--- config.mk ---
export PLATFORM = sky130hd
export DESIGN_NAME = sat_counter8
export DESIGN_NICKNAME = d
export VERILOG_FILES = /design/src/rtl/sat_counter8.sv
export SDC_FILE = /design/constraint.sdc
export NUM_CORES = 1
export LEC_CHECK = 0
export CAP_MARGIN = 20
export CORE_AREA = 2 2 39 41
export DETAILED_ROUTE_END_ITERATION = 16
export DIE_AREA = 0 0 41 43
export PLACE_DENSITY = 0.64
export RECOVER_POWER = 100
export SETUP_SLACK_MARGIN = 0.05
export SKIP_CTS_REPAIR_TIMING = 1
export SYNTH_ARGS = -nofsm -noshare
export SYNTH_HDL_FRONTEND = slang
export SYNTH_SLANG_ARGS = --single-unit
--- constraint.sdc ---
create_clock -name clock -period 3.5 [get_ports clock]
set_clock_uncertainty 0.2 [all_clocks]
set_input_delay 0.525 -clock clock [delete_from_list [all_inputs] [get_ports clock]]
set_output_delay 0.525 -clock clock [all_outputs]
set_load 0.01 [all_outputs]
--- src/rtl/sat_counter8.sv ---
// sat_counter8: 8-bit counter with increment enable and sync clear, saturating at 255
module sat_counter8 (
  input  logic       clock,
  input  logic       clear,
  input  logic       inc,
  output logic [7:0] count
);
  // count up on inc, stick at 255, clear wins
  always_ff @(posedge clock)
    count <= clear ? 8'd0 : (inc && count != 8'hff) ? count + 8'd1 : count;
endmodule

* Yosys cells after proc, flatten, opt, wreduce, memory -nomap -nowiden
Cells that the tools add are included.
** Word-level totals
- Input bits :: 3
- Register bits after elaboration :: 8
- Word-level logic and storage cells :: 4
- Output and inout bits :: 8
** Operators by class
- Reduce and logical (&&, ||, !) cells :: 1
- $add $sub $neg :: 1
- Equal/unequal tests :: 1
** Operators with widths (count)
- 8-bit by 1-bit adder with 8-bit output, second input constant :: 1
- 8-bit != test, second input constant :: 1
- 1-bit logical AND :: 1

* Longest topological paths before layout
- Depth after elaboration :: 2
- Gate-level depth with buffers :: 4
- Mapped depth without buffers :: 4

* Worst setup path before layout
Ideal clock, no wire load.
- Kind :: register -> register
- Start point :: register count[0]
- End point :: register count[0]
- Path buffers :: 0
- Stages on the path, launching flop included :: 5
- Period minus slack after synthesis :: 1.593 ns
- Path slack :: 1.907 ns
- Data arrival time :: 1.272 ns
- Library setup time :: 0.121 ns
- Path through :: dfxtp_1 -> ha_1 -> and3_4 -> a21boi_4 -> mux2_4
** On the way
- Longest elaborated chain between the ends :: 2
** RTL lines
- start: declaration :: line 6 : output logic [7:0] count
- start signal: assignment :: line 10 : count <= clear ? 8'd0 : (inc && count != 8'hff) ? count + 8'd1 : count;
- branches (longest 2 deep; another with 8-bit by 1-bit adder with 8-bit output)
Parallel ways; which one is timed is not known.
A chain may end at the register's enable or synchronous reset.

* Worst setup path in the final report
- Start point :: register count[3]
- End point :: output port count[3]
No word-level cell between the ends.

==> impl_metrics.ini <==
[run_status]
status = finished, final reports clean

[clock_tree]
clkLatencyLatePin_ns = 0.27
htree_levels = 1
path_clk_slew_ns = 0.06
cts_tree = yes
clock-sinks = 8
cts_buffers = 3
cts_buffer_depth = 2
cts-root-buf = clkbuf_4

[sta]
hold_viol = 0
fin_tns_setup_ns = 0
setup_ws_ns = 1.428
fmax_ghz = 0.4827
hold_ws_ns = 0.3065
post-route-period-util_pct = 59.19
slew_violations = 0
rsz0062_at_grt = no
period_needed_ns = 2.072
setup_viol = 0
slew_headroom_pct = 70.83
tightest_slew_ns = 0.4337

[finish]
instances_no_fill = 74
top_regs = count (8)
drive_above_1_share_pct = 12.07
multi_input_area_um2 = 244.0
diodes = 0
max_flop_register = count
ff_latch_area_um2 = 160.2
fin_nets = 64
mostFrequentLayoutCells = 9 x dlygate4sd3_1, 8 x dfxtp_1, 5 x a21oi_1, 5 x nand2_1, 3 x clkbuf_4
final_common_cell = dlygate4sd3_1
synthToLayoutAreaGrowth_pct = 27.91
fillers = 150
largest_reg_flops = 8

[global_route]
grt_util_all_layers_pct = 12.14
grt_pass1_vias = 335
grt_pass1_wl_um = 1428
grt_max_degree = 9
globalRouteOverflowTotal = 0
antenna_found_initial = 0

[detailed_routing]
drtPass1Iterations = 4
vias = 413
wl_per_cell_um = 12.51
postRouteAntennaNets = 0
totalWireLength_um = 926
drt_iter0_markers = 5
via_per_inst = 5.581
drc_errors = 0

[setup_path]
start_kind = flip-flop
r2r-end = count[0]
slowest_stage = dlygate4sd3_1
r2r_cells = 4
cp_top_family = buffers and inverters
cp.depth = 1
crit_required_ns = 2.77
r2r_slack_ns = 1.64
end_kind = output port
critical_path_class = reg -> out
path_cells = dlygate4sd3_1
r2r-start = count[0]
critPathMaxStageDelay_ns = 0.64
cp_num_buf_inv = 1
cp.arrival_ns = 1.35
worst-path-max-fanout = 8

[placed_design]
place.gp.congestion = 0.7431
io_buffers = 10
dp_hpwl_um = 667.1
dp_cells = 71
dp_slack_ns = 1.461

[floorplan]
core-area_um2 = 1384
std_cell_rows = 14
die_x_um = 41
die_h_um = 43
io-pin-count = 11
die_area_um2 = 1763
initial_core_util_pct = 31.10

[min_path]
holdCritPathClass = reg -> reg
hold_path_startpoint = count[5]
whs_endpoint = count[5]
min_path_cells = 1

[run]
drv_cap = 0

[synth]
synthesis.nets = 50
synth_area_um2 = 430.4
ys_warn_count = 0
syn-mean-instance-area_um2 = 9.357
postSynthCellCount = 46
yosys.cell_types.count = 25
synth_seq_area_share_pct = 37.21
synth_top_area_share_pct = 37.21
synth_top_cells_by_area = dfxtp_1 37%, a21oi_1 5.8%, a21boi_4 4.4%
ys_ff_latch = 8
synth_top_area_cell = dfxtp_1

[pwr]
irDropWorstVdd_mv = 0.1096
p_per_area_nw_per_um2 = 344.1
p_leak_nw = 0.2205
## cells in the mapped netlist
library cell	count
a211oi_1	2
a21boi_0	1
a21boi_4	1
a21oi_1	5
a311oi_1	1
a31oi_1	1
and2b_2	1
and3_4	1
and4_1	2
buf_6	1
dfxtp_1	8
ha_1	1
inv_1	1
mux2_4	1
mux2i_1	1
nand2_1	5
nand2b_1	1
nand3_1	2
nand4_1	2
nor2_1	1
nor3_1	2
o21ai_1	1
o21bai_1	2
o311a_1	1
or3_2	1
## layer usage
| metal | GRT usage [%] | part of all wire (%) |
|---|---|---|
| met4 | 12.00 | 2.1 |
| met5 | 0 | 0 |
| met2 | 14.37 | 43 |
| met1 | 17.31 | 50 |
| met3 | 1.571 | 5.0 |
## power by group
part | internal (W) | switching (W) | leakage (nW)
clock | 0.0000396 | 0.0000363 | 0.0138
combinational | 0.00000905 | 0.00000775 | 0.142
sequential | 0.0000934 | 0.00000330 | 0.0648
total | 0.000142 | 0.0000474 | 0.220
## area by class of cell
type	instances	share of cell area [%]
Timing Repair Buffer	10	18.18
Tap cell	16	3.636
Clock buffer	3	4.091
Inverter	1	0.6818
Sequential cell	8	29.09
Multi-Input combinational cell	36	44.32
## cell families (layout without fill, tap and decap cells)
logic type	after synthesis	after routing	synth area share, %
fa+ha+maj	1	1	2.907
flops	8	8	37.21
buf+inv	2	14	3.487
compound gates	15	15	25.87
mux	2	2	5.813
simple gates	18	18	24.71
## per-stage QoR
stage | area (um2) | power (W) | utilization, %
final | 550.5 | 0.0001894 | 39.78
after global routing | 550.5 | 0.0001959 | 39.78
after CTS | 561.8 | 0.0001913 | 40.60
after detailed placement | 539.3 | 0.0001175 | 38.97
after global placement | 539.3 | 0.0001173 | 38.97
after floorplan | 430.4 | 0.0001071 | -
## how the worst max path moves through the flow
| stage | from | slack (ns) | endpoint |
|---|---|---|---|
| after global routing | count[3] | 1.38 | count[3] |
| after global placement | inc | 1.47 | count[3] |
| after floorplan | count[0] | 1.91 | count[0] |
| after CTS | count[3] | 1.47 | count[3] |
| final | count[3] | 1.43 | count[3] |
| after detailed placement | inc | 1.46 | count[3] |
No activity file was read; power rests on OpenSTA's default activity.
